[config.mk]
export PLATFORM = sky130hd
export DESIGN_NAME = cpu_step_ctrl
export DESIGN_NICKNAME = d
export VERILOG_FILES = /design/src/rtl/cpu_step_ctrl.sv
export SDC_FILE = /design/constraint.sdc
export NUM_CORES = 1
export LEC_CHECK = 0
export ABC_AREA = 1
export CORE_MARGIN = 2
export CORE_UTILIZATION = 30
export DETAILED_ROUTE_END_ITERATION = 8
export GPL_ROUTABILITY_DRIVEN = 0
export GPL_TIMING_DRIVEN = 1
export PLACE_DENSITY_LB_ADDON = 0.25
export SETUP_SLACK_MARGIN = 0.4
export SYNTH_ARGS = -nofsm -noshare
export SYNTH_HDL_FRONTEND = slang
export SYNTH_SLANG_ARGS = --single-unit
export TNS_END_PERCENT = 50
[constraint.sdc]
create_clock -name CCLK -period 2.3 [get_ports CCLK]
set_input_delay 0.345 -clock CCLK [delete_from_list [all_inputs] [get_ports CCLK]]
set_output_delay 0.345 -clock CCLK [all_outputs]
set_load 0.02 [all_outputs]
[src/rtl/cpu_step_ctrl.sv]
// Clock-step controller for the pipelined CPU debug board: debounced step/reset
// buttons, manual and free-run stepping with a PC breakpoint, cycle counter.
module cpu_step_ctrl #(
    parameter int unsigned DB_CYCLES = 50000,
    parameter int unsigned CNT_W     = 8,
    parameter int unsigned RUN_DIV   = 25000000,
    parameter int unsigned PC_W      = 32
) (
    input  logic             CCLK,
    input  logic             RSTN,
    input  logic             btn_step,
    input  logic             btn_rst,
    input  logic             run_mode,
    input  logic             bp_en,
    input  logic [PC_W-1:0]  bp_addr,
    input  logic [PC_W-1:0]  pc,
    output logic             cpu_step,
    output logic             cpu_rst,
    output logic [CNT_W-1:0] cyc_cnt,
    output logic             halted,
    output logic             disp_refresh
);

    localparam int unsigned DB_W  = $clog2(DB_CYCLES);
    localparam int unsigned DIV_W = $clog2(RUN_DIV);
    localparam logic [DB_W-1:0]  DB_LAST  = DB_W'(DB_CYCLES - 1);
    localparam logic [DIV_W-1:0] DIV_LAST = DIV_W'(RUN_DIV - 1);

    typedef enum logic [1:0] {ST_MANUAL, ST_RUN, ST_HALT} state_t;

    // Bit 0 carries the step button, bit 1 the reset button.
    logic [1:0]      raw;
    logic [1:0]      sync1_q, sync2_q;
    logic [1:0]      db_lvl_q, db_lvl_d;
    logic [1:0]      press_q, press_d;
    logic [DB_W-1:0] db_cnt_q [2];
    logic [DB_W-1:0] db_cnt_d [2];

    state_t           state_q, state_d;
    logic [DIV_W-1:0] div_q, div_d;
    logic [CNT_W-1:0] cyc_cnt_q, cyc_cnt_d;
    logic             step_q, step_d;
    logic             rst_q, rst_d;
    logic             halted_q, halted_d;
    logic             disp_q, disp_d;

    assign raw = {btn_rst, btn_step};

    always_comb begin
        for (int unsigned i = 0; i < 2; i++) begin
            db_lvl_d[i] = db_lvl_q[i];
            db_cnt_d[i] = '0;
            press_d[i]  = 1'b0;
            if (sync2_q[i] != db_lvl_q[i]) begin
                if (db_cnt_q[i] == DB_LAST) begin
                    db_lvl_d[i] = sync2_q[i];
                    press_d[i]  = sync2_q[i];
                end else begin
                    db_cnt_d[i] = db_cnt_q[i] + 1'b1;
                end
            end
        end
    end

    always_comb begin
        state_d   = state_q;
        div_d     = div_q;
        halted_d  = halted_q;
        step_d    = 1'b0;
        rst_d     = 1'b0;
        disp_d    = step_q | rst_q;
        cyc_cnt_d = cyc_cnt_q;

        if (press_q[1]) begin
            // Reset press overrides any step or tick in the same cycle.
            rst_d     = 1'b1;
            cyc_cnt_d = '0;
            div_d     = '0;
            halted_d  = 1'b0;
            state_d   = run_mode ? ST_RUN : ST_MANUAL;
        end else begin
            unique case (state_q)
                ST_MANUAL: begin
                    step_d = press_q[0];
                    if (run_mode) begin
                        state_d = ST_RUN;
                        div_d   = '0;
                    end
                end
                ST_RUN: begin
                    if (!run_mode) begin
                        state_d = ST_MANUAL;
                    end else if (div_q == DIV_LAST) begin
                        div_d = '0;
                        if (bp_en && (pc == bp_addr)) begin
                            state_d  = ST_HALT;
                            halted_d = 1'b1;
                        end else begin
                            step_d = 1'b1;
                        end
                    end else begin
                        div_d = div_q + 1'b1;
                    end
                end
                ST_HALT: begin
                    if (press_q[0]) begin
                        step_d   = 1'b1;
                        halted_d = 1'b0;
                        div_d    = '0;
                        state_d  = run_mode ? ST_RUN : ST_MANUAL;
                    end else if (!run_mode) begin
                        state_d  = ST_MANUAL;
                        halted_d = 1'b0;
                    end
                end
                default: state_d = ST_MANUAL;
            endcase
        end

        if (step_d) begin
            cyc_cnt_d = cyc_cnt_q + 1'b1;
        end
    end

    always_ff @(posedge CCLK or negedge RSTN) begin
        if (!RSTN) begin
            sync1_q   <= '0;
            sync2_q   <= '0;
            db_lvl_q  <= '0;
            press_q   <= '0;
            for (int unsigned i = 0; i < 2; i++) begin
                db_cnt_q[i] <= '0;
            end
            state_q   <= ST_MANUAL;
            div_q     <= '0;
            cyc_cnt_q <= '0;
            step_q    <= 1'b0;
            rst_q     <= 1'b0;
            halted_q  <= 1'b0;
            disp_q    <= 1'b0;
        end else begin
            sync1_q   <= raw;
            sync2_q   <= sync1_q;
            db_lvl_q  <= db_lvl_d;
            press_q   <= press_d;
            for (int unsigned i = 0; i < 2; i++) begin
                db_cnt_q[i] <= db_cnt_d[i];
            end
            state_q   <= state_d;
            div_q     <= div_d;
            cyc_cnt_q <= cyc_cnt_d;
            step_q    <= step_d;
            rst_q     <= rst_d;
            halted_q  <= halted_d;
            disp_q    <= disp_d;
        end
    end

    assign cpu_step     = step_q;
    assign cpu_rst      = rst_q;
    assign cyc_cnt      = cyc_cnt_q;
    assign halted       = halted_q;
    assign disp_refresh = disp_q;

endmodule

==> results of run 1 <==
[timing repair]
| item | 4_1_cts | 5_1_grt |
|---|---|---|
| hold buffers | 1 | 0 |
| pin swaps | 7 | 6 |
| endpoints found under the setup margin | 8 | 32 |
| gates resized for setup | 9 | 11 |
| setup buffers | 6 | 4 |
| hold endpoints to repair | 26 | 0 |
[worst max-delay path by stage]
| stage | start | endpoint | slack, ps |
|---|---|---|---|
| finish | state_q[0] | div_q[17] | 420 |
| CTS | state_q[0] | div_q[19] | 390 |
| global placement | run_mode | div_q[16] | 230 |
| global route | db_cnt_q[0] | db_cnt_q[14] | 290 |
| floorplan | state_q[1] | div_q[16] | 570 |
| detailed placement | run_mode | div_q[19] | 210 |
[cell families after synthesis]
family,after synthesis,share of synthesized area [%]
simple gates,384,39.3
flops,79,40.1
fa+ha+maj,8,2.03
compound gates,44,5.08
buf+inv,103,8.25
xor+xnor,29,5.16
[report_power, final]
| part | internal (W) | switching (W) |
|---|---|---|
| Clock | 0.000846 | 0.000568 |
| Sequential | 0.00144 | 0.0000473 |
| Combinational | 0.000531 | 0.000743 |
[state kept, by name, indices dropped and copies added, names as in the netlist]
signal,count
disp_refresh,1
state_q,2
div_q,25
sync1_q,2
cpu_step,1
db_cnt_q,32
sync2_q,2
press_q,2
cpu_rst,1
halted,1
db_lvl_q,2
cyc_cnt,8
[cell usage after synthesis, types with 2 or more instances]
cell type	n	area, um^2
nand2_1	147	552
inv_1	90	338
nor2_1	88	330
dfrtp_1	79	1980
nand3_1	39	195
o21ai_0	19	95.1
nor3_1	18	90.1
nand4_1	17	106
xor2_1	16	140
xnor2_1	13	114
a21oi_1	10	50.1
nor2_2	9	56.3
nor2_4	9	101
ha_1	8	100
inv_2	8	30.0
nor3b_1	8	60.1
nand2_2	7	43.8
or2_2	7	43.8
nand3_2	6	60.1
nor4_1	6	37.5
a31oi_1	5	31.3
nand3b_1	5	37.5
nor3_2	5	50.1
nand2_4	4	45.0
nor3b_2	3	37.5
buf_6	2	22.5
nand3_4	2	35.0
o21a_1	2	15.0
o21ai_1	2	10.0
[area by class of cell]
class                           instances  area, um^2  area share [%]
Sequential cell                        79        1980            30.5
Clock buffer                           10         229            3.53
Timing Repair Buffer                   96         936            14.4
Clock inverter                          6        68.8            1.06
Tap cell                              216         270            4.17
Multi-Input combinational cell        465        2610            40.3
Inverter                              100         390            6.02
[through the flow]
stage | util [%] | total power, W | instances
after floorplan | - | 0.00226 | 647
after global placement | 37.8 | 0.00256 | 945
after detailed placement | 37.8 | 0.00256 | 945
after CTS | 40.2 | 0.00415 | 968
after global routing | 40.7 | 0.00446 | 972
final | 40.7 | 0.00418 | 972
[worst reg2reg max path, stage by stage (launching register included)]
cell and delay, ps:
dfrtp_1 430, inv_2 80, ha_4 260, nor2_2 30, nand2_1 60, nand2_1 60
inv_2 90, nand2_8 100, nor2_4 130, nand3_2 120, nor2_4 130, nand2_1 70
nand2_1 60, o21ba_1 130
[per-layer routing]
metal / wire [um] / GRT usage (%)
met1: 5580 / 18.6
met4: 68 / 2.90
met3: 458 / 3.15
met5: 0 / 0
met2: 4710 / 20.0
==> flow_metrics.py, run 1 <==
metrics = {
    "logic_synthesis": {
        "synth_warnings": 0,
        "syn_inst": 647,
        "avgSynthCellArea_um2": 7.61,
        "syn_area_mm2": 0.00493,
        "synth_seq_cells": 79,
        "synth-async-reset-ratio_pct": 100,
        "synth_cell_types": 42,
        "syn_nets": 725,
        "synth_seq_area_share_pct": 40.1,
        "ys.flop_type": "dfrtp_1",
        "synth_edf_count": 0,
    },
    "timing": {
        "worst_slew_pin_slew_ps": 391,
        "setup_viol": 0,
        "fin_skew_ps": 9.05,
        "holdWs_ps": 351,
        "fin_setup_tns_ps": 0,
        "rsz0062_at_grt": "true",
        "min_period_ps": 1880,
        "hold_viol": 0,
        "timing.final.crit_share_pct": 81.8,
        "maxSlewHeadroom_pct": 73.7,
        "finalWorstSetupSlack_ps": 419,
        "fmax_ghz": 0.532,
        "slew_viol_final": 0,
    },
    "job": {
        "drv_cap": 0,
    },
    "critical_path": {
        "cp-start-kind": "flip-flop",
        "r2r_end": "div_q[17]",
        "crit_buf_inv": 2,
        "path_cells": "inv_2 -> ha_4 -> nor2_2 -> nand2_1 -> nand2_1 -> inv_2 -> nand2_8 -> nor2_4 -> nand3_2 -> nor2_4 -> nand2_1 -> nand2_1 -> o21ba_1",
        "required_ps": 2520,
        "worst_path_most_repeated_cell": "nand2_1",
        "arrival_ps": 2100,
        "max_stage_delay_ps": 430,
        "slowest_stage": "dfrtp_1",
        "critPathKind": "reg2reg",
        "rrSetupSlack_ps": 420,
        "critPathTopFamily": "simple AND/OR/NAND/NOR gates",
        "worst-path-stages": 13,
        "worstSetupEndpointType": "flip-flop",
        "cp_max_fo": 6,
        "r2r_cells": 13,
        "r2r-start": "state_q[0]",
    },
    "clock_network": {
        "insertion_delay_ps": 330,
        "cts_sinks": 79,
        "clockBufferDepth": 2,
        "h-tree-depth": 3,
        "cts-root-buf": "clkbuf_16",
        "clkTransAtPathRegs_ps": 60,
        "cts_buffers": 9,
        "cts_tree": "yes",
    },
    "routing": {
        "drtAntennaViolNets": 0,
        "drtIter0Drc": 158,
        "drcViolationCount": 0,
        "wire_per_inst_um": 11.1,
        "via_per_inst": 4.38,
        "vias": 4253,
        "totalWireLength_um": 10800,
        "drt-pass1-iter-count": 4,
    },
    "worst_hold_path": {
        "min_from": "sync1_q[0]",
        "hold_path_depth": 0,
        "hold-path-endpoint": "sync2_q[0]",
        "min_path_type": "reg2reg",
    },
    "pwr": {
        "leakage_nw": 2.95,
        "powerDensity_mw_per_mm2": 645,
        "peakVddDrop_v": 0.000549,
    },
    "global_routing": {
        "grt.total_usage_pct": 13.0,
        "gr-total-overflow": 0,
        "first_global_vias": 4114,
        "antenna_found_initial": 0,
        "grt_pass1_wl_um": 19200,
        "grt_max_degree": 54,
    },
    "floorplan": {
        "dieArea_mm2": 0.0175,
        "io_pins": 82,
        "die_h_um": 132,
        "num_rows": 46,
        "core_area_mm2": 0.0159,
        "start_util_pct": 30.9,
        "die_w_um": 132,
    },
    "status": {
        "status": "finished, final reports clean",
    },
    "final_layout": {
        "layout.cells.most_common": "nand2_1",
        "syn_to_final_growth_pct": 31.6,
        "layout-drive-gt1-share_pct": 13.6,
        "mostFrequentLayoutCells": "146 x nand2_1, 87 x inv_1, 86 x nor2_1",
        "fillCellCount": 1642,
        "design_area_mm2": 0.00648,
        "final_nets": 829,
        "diodes": 0,
    },
    "placement": {
        "port_buffers": 81,
        "placed_cell_area_mm2": 0.00602,
        "hpwl_um": 8170,
        "post-place-ws_ps": 206,
    },
}
No activity file was read; power rests on OpenSTA's default activity.
==> run 2: changes to the inputs <==
==> constraint.sdc (replaced) <==
create_clock -name CCLK -period 1.7 [get_ports CCLK]
set_input_delay 0.255 -clock CCLK [delete_from_list [all_inputs] [get_ports CCLK]]
set_output_delay 0.255 -clock CCLK [all_outputs]
set_load 0.02 [all_outputs]
==> run 2 against run 1 <==
Compared with the run above:
- the flow now finishes with violations (negative setup slack)
- sequential cell count is the same
- non-clock buffer count grew 79
- global-route usage grew 1.6 points
- clock power grew 38%
- total power grew 53%
- critical endpoint is now div_q[18]
- largest cell class unchanged
==> flow_metrics.py, run 2 (synthesis results as in run 1) <==
metrics = {
    "critical_path": {
        "max_stage_delay_ps": 420,
        "cp-start-kind": "flip-flop",
        "critPathTopFamily": "simple AND/OR/NAND/NOR gates",
        "rrSetupSlack_ps": -140,
        "arrival_ps": 2070,
        "critPathKind": "reg2reg",
        "cp_max_fo": 6,
        "critPathLaunch": "state_q[0]",
        "path_cells": "inv_2 -> ha_4 -> nor2_2 -> nand2_1 -> nand2_1 -> inv_2 -> nand2_8 -> nor2_4 -> nand2_4 -> nor2_4 -> nand3b_1 -> xor2_1 -> nor2_2",
        "worstSetupEndpointType": "flip-flop",
        "r2r-start": "state_q[0]",
        "required_ps": 1930,
        "crit_buf_inv": 2,
        "slowest_stage": "dfrtp_1",
    },
    "routing": {
        "vias": 4661,
        "wire_per_inst_um": 11.8,
        "drcViolationCount": 0,
        "totalWireLength_um": 12500,
        "via_per_inst": 4.42,
        "drtIter0Drc": 184,
        "drtAntennaViolNets": 0,
        "drt-pass1-iter-count": 6,
    },
    "final_layout": {
        "syn_to_final_growth_pct": 55.5,
        "layout-drive-gt1-share_pct": 33.9,
        "final_nets": 911,
        "multi_input_area_mm2": 0.00309,
        "mostFrequentLayoutCells": "132 x nand2_1, 82 x inv_1, 76 x buf_4",
        "fillCellCount": 1520,
        "largest_reg_flops": 32,
        "layout.cells.most_common": "nand2_1",
        "regMostFlops": "db_cnt_q",
        "diodes": 0,
        "final-seq-area_mm2": 0.00198,
    },
    "timing": {
        "rsz0062_at_grt": "true",
        "finalWorstSetupSlack_ps": -143,
        "fmax_ghz": 0.543,
        "hold_viol": 0,
        "worst_slew_pin_slew_ps": 384,
        "maxSlewHeadroom_pct": 74.2,
        "fin_skew_ps": 8.76,
        "min_period_ps": 1840,
        "setup_viol": 20,
        "timing.final.crit_share_pct": 108,
        "holdWs_ps": 352,
        "slew_viol_final": 0,
    },
    "status": {
        "status": "finished with violations",
        "violations": "negative setup slack",
    },
    "clock_network": {
        "cts-root-buf": "clkbuf_16",
        "h-tree-depth": 3,
        "cts_sinks": 79,
        "insertion_delay_ps": 340,
        "cts_buffers": 9,
        "clockBufferDepth": 2,
        "cts_tree": "yes",
        "clkTransAtPathRegs_ps": 60,
    },
    "pwr": {
        "leakage_nw": 3.71,
        "power_w": 0.00640,
        "peakVddDrop_v": 0.000593,
        "powerDensity_mw_per_mm2": 836,
    },
    "global_routing": {
        "grt_pass1_wl_um": 21400,
        "gr-total-overflow": 0,
        "grt.total_usage_pct": 14.6,
        "first_global_vias": 4566,
        "antenna_found_initial": 0,
        "grt_max_degree": 29,
    },
    "worst_hold_path": {
        "min_from": "btn_rst",
        "min_path_type": "in2reg",
    },
    "floorplan": {
        "io_pins": 82,
        "start_util_pct": 30.9,
        "num_rows": 46,
        "die_w_um": 132,
        "die_h_um": 132,
        "dieArea_mm2": 0.0175,
        "core_area_mm2": 0.0159,
    },
    "placement": {
        "hpwl_um": 8790,
        "port_buffers": 81,
    },
    "job": {
        "drv_cap": 0,
    },
}
## run 2: path summary, 6_finish.rpt
kind,cells past startpoint,to
min in group asynchronous,2,db_cnt_q[8]
setup reg to reg,13,div_q[18]
max in group asynchronous,3,cyc_cnt[5]
setup / recovery,13,div_q[18]
hold / removal,1,sync1_q[1]
hold reg to reg,0,sync2_q[1]
## run 2: area by class of cell
type | count | area share [%]
clock buffers | 10 | 2.99
clock inverters | 6 | 0.899
inverters | 100 | 5.20
multi-input cells | 467 | 40.3
flip-flops and latches | 79 | 25.9
well taps | 216 | 3.53
repair buffers | 175 | 21.1
repair inverters | 1 | 0.114
## run 2: stage by stage
step           utilization, %  setup TNS (ps)  setup slack [ps]  cell area, um^2  std cells
6_report                 48.0           -1560              -143             7660       1054
5_1_grt                  48.0           -5780              -312             7660       1054
4_1_cts                  46.3           -1570              -142             7380       1040
3_5_place_dp             41.3           -7490              -327             6580       1005
3_3_place_gp             41.3           -6830              -277             6580       1005
2_1_floorplan               -           -18.8             -12.7             5030        647
## run 2: repair_timing
action | 4_1_cts | 5_1_grt
endpoints found under the hold margin | 25 | 0
setup buffers | 16 | 13
resized for setup | 128 | 71
gates cloned | 2 | 1
hold buffers | 1 | 0
pin swaps | 50 | 61
setup endpoints to repair | 78 | 77
## run 2: where the power goes
group	total, W	switching (W)	internal [W]
registers	0.00201	0.0000596	0.00195
logic	0.00244	0.00134	0.00111
clock network	0.00195	0.000799	0.00115
## run 2: metal layers
| metal | vias to the layer above | part of all wire, % | global-route usage [%] | wire length (um) |
|---|---|---|---|---|
| li1 | 2442 | - | - | - |
| met1 | 2117 | 47 | 19.5 | 5900 |
| met2 | 91 | 48 | 24.4 | 6000 |
| met3 | 11 | 3.4 | 2.65 | 429 |
| met4 | 0 | 1.2 | 4.11 | 148 |
| met5 | - | 0 | 0 | 0 |
==> run 3: changes to the inputs <==
--- a/config.mk
+++ b/config.mk
@@ -5,7 +5,6 @@
 export SDC_FILE = /design/constraint.sdc
 export NUM_CORES = 1
 export LEC_CHECK = 0
-export ABC_AREA = 1
 export CORE_MARGIN = 2
 export CORE_UTILIZATION = 30
 export DETAILED_ROUTE_END_ITERATION = 8
==> run 3 against run 2 <==
Compared with the run above:
- sequential power barely moved
- clock-buffer cell count did not move
- wire length fell by 9.9%
- the flow still finishes with violations (negative setup slack)
- via count fell by 18%
- synthesized cell count fell by 31%
- largest cell class unchanged
- final cell count fell by 24%
- critical endpoint is now cyc_cnt[5]
==> flow_metrics.py, run 3 <==
metrics = {
    "final_layout": {
        "final_nets": 692,
        "regMostFlops": "db_cnt_q",
        "final_cells": 799,
        "layout-drive-gt1-share_pct": 32.5,
        "syn_to_final_growth_pct": 58.6,
        "design_area_mm2": 0.00679,
        "diodes": 0,
        "mostFrequentLayoutCells": "76 x dfrtp_1, 74 x buf_4, 68 x clkdlybuf4s50_1",
        "largest_reg_flops": 32,
        "finish.utilization_pct": 48.7,
        "layout.cells.most_common": "dfrtp_1",
    },
    "global_routing": {
        "antenna_found_initial": 0,
        "grt_pass1_wl_um": 18300,
        "gr-total-overflow": 0,
        "grt_max_degree": 37,
        "grt.total_usage_pct": 15.2,
        "first_global_vias": 3945,
    },
    "logic_synthesis": {
        "synth_cell_types": 48,
        "synth_seq_area_share_pct": 46.2,
        "synth-async-reset-ratio_pct": 100,
        "syn_area_mm2": 0.00428,
        "synth_edf_count": 0,
        "synth_area_leaders": "dfrtp_1 46%, xor2_1 11%, nor2_1 6.6%",
        "ys.flop_type": "dfrtp_1",
        "synth_seq_cells": 79,
        "synth.most_common_cell": "dfrtp_1",
        "synth_warnings": 0,
        "synth_top_area_share_pct": 46.2,
        "avgSynthCellArea_um2": 9.60,
        "syn_nets": 524,
        "synth_top_area_cell": "dfrtp_1",
        "ys_top_cells_by_count": "79 x dfrtp_1, 75 x nor2_1, 56 x xor2_1, 30 x nand2_1, 23 x nand3_1",
        "syn_inst": 446,
    },
    "clock_network": {
        "cts_sinks": 79,
        "cts-root-buf": "clkbuf_16",
        "h-tree-depth": 3,
        "insertion_delay_ps": 340,
        "cts_tree": "yes",
        "cts_buffers": 9,
        "clkTransAtPathRegs_ps": 60,
        "clockBufferDepth": 2,
    },
    "critical_path": {
        "worstSetupEndpointType": "flip-flop",
        "critPathLaunch": "div_q[15]",
        "required_ps": 1930,
        "critPathKind": "reg2reg",
        "cp-start-kind": "flip-flop",
        "cp_max_fo": 6,
        "arrival_ps": 2790,
        "slowest_stage": "or4_1",
        "critPathTopFamily": "simple AND/OR/NAND/NOR gates",
        "r2r-start": "div_q[15]",
        "crit_buf_inv": 2,
        "max_stage_delay_ps": 530,
        "path_cells": "or4_1 -> or4_4 -> nor4_4 -> o31ai_2 -> buf_4 -> buf_4 -> a21oi_2 -> mux2_4",
        "worst_path_most_repeated_cell": "buf_4",
    },
    "placement": {
        "placed_cell_area_mm2": 0.00586,
        "dp.cells": 767,
        "hpwl_um": 7760,
        "port_buffers": 81,
    },
    "routing": {
        "totalWireLength_um": 11200,
        "vias": 3825,
        "drcViolationCount": 0,
        "wire_per_inst_um": 14.1,
        "via_per_inst": 4.79,
        "drtIter0Drc": 133,
        "drtAntennaViolNets": 0,
        "drt-pass1-iter-count": 4,
    },
    "timing": {
        "rsz0062_at_grt": "true",
        "min_period_ps": 2570,
        "slew_viol_final": 0,
        "hold_viol": 0,
        "finalWorstSetupSlack_ps": -868,
        "setup_viol": 37,
        "maxSlewHeadroom_pct": 73.5,
        "fin_skew_ps": 6.09,
        "fmax_ghz": 0.389,
        "worst_slew_pin_slew_ps": 398,
        "timing.final.crit_share_pct": 151,
    },
    "worst_hold_path": {
        "min_from": "sync1_q[0]",
        "min_path_type": "reg2reg",
    },
    "pwr": {
        "switchingPower_w": 0.00153,
        "powerDensity_mw_per_mm2": 809,
        "peakVddDrop_v": 0.000651,
        "leakage_nw": 2.90,
        "switching_share_pct": 27.9,
        "pwr-share-seq_pct": 36.2,
        "internal_power_w": 0.00396,
        "clkPwrFrac_pct": 38.5,
        "p_comb_share_pct": 25.3,
    },
    "job": {
        "drv_cap": 0,
    },
    "floorplan": {
        "dieArea_mm2": 0.0152,
        "die_h_um": 123,
        "io_pins": 82,
        "start_util_pct": 30.7,
        "num_rows": 43,
        "die_w_um": 123,
        "core_area_mm2": 0.0139,
    },
    "status": {
        "violations": "negative setup slack",
        "status": "finished with violations",
    },
}
-- run 3: changes by cell type in the layout (fill, tap and decap cells not counted), sizes merged, moves of 11 or more --
cell	previous run	this run
and3	0	13
clkdlybuf4s50	48	68
nor2	106	76
nand3	47	23
nand2	160	30
inv	102	8
xor2	16	56
nor3	24	13
dlymetal6s2s	19	0
-- run 3: final timing paths --
path                          endpoint  slack [ps]  cells after the start
setup / recovery            cyc_cnt[5]        -870                      8
hold reg to reg             sync2_q[0]         350                      0
hold / removal              sync2_q[0]         350                      0
min in group asynchronous     div_q[4]         390                      2
max in group asynchronous  db_cnt_q[8]         700                      3
setup reg to reg            cyc_cnt[5]        -870                      8
-- run 3: worst reg2reg max path: cells and delay by family (launching register included) --
kind            cells  cell delay (ps)
buf+inv             2              310
compound gates      2              260
flops               1              380
mux                 1              310
simple gates        3             1210
-- run 3: cells by family after synthesis --
group           Yosys count  share of synthesized area (%)
fa+ha+maj                 8                           2.34
buf+inv                  16                           1.46
flops                    79                           46.2
compound gates           39                           5.84
simple gates            216                           25.6
xor+xnor                 78                           16.0
mux                      10                           2.60
-- run 3: per-stage QoR --
step	setup slack [ps]	TNS (ps)	hold WS, ps	power, W
2_1_floorplan	-730	-17100	-40.6	0.00261
3_5_place_dp	-906	-20750	212	0.00331
6_report	-868	-23850	349	0.00549
5_1_grt	-941	-26680	336	0.00576
3_3_place_gp	-830	-19950	205	0.00329
4_1_cts	-861	-24030	344	0.00549
-- run 3: layout make-up --
cell class / count / area [um^2]
Clock buffer: 10 / 229
Fill cell: 1275 / 7150
Timing Repair Buffer: 166 / 1500
Tap cell: 180 / 225
Multi-Input combinational cell: 351 / 2740
Clock inverter: 6 / 93.8
Inverter: 7 / 26.3
Sequential cell: 79 / 1980
-- run 3: power groups by stage --
| stage | Clock (W) | Combinational (W) | Sequential (W) |
|---|---|---|---|
| final | 0.00211 | 0.00139 | 0.00199 |
| after global routing | 0.00224 | 0.00153 | 0.00199 |
| after CTS | 0.00216 | 0.00135 | 0.00198 |
| after detailed placement | 0 | 0.00130 | 0.00201 |
| after global placement | 0 | 0.00128 | 0.00201 |
| after floorplan | 0 | 0.000603 | 0.00201 |
-- run 3: timing repair --
action,in CTS,in global routing
gates resized for setup,122,48
endpoints found under the hold margin,25,0
hold buffers,1,0
buffers inserted,8,6
pin swaps,56,50
gates cloned,0,1
endpoints found under the setup margin,85,79
-- run 3: layer usage --
metal,GRT usage (%),wire length [um]
met1,18.8,4900
met2,26.2,5770
met3,4.38,372
met4,3.62,191
met5,0,0
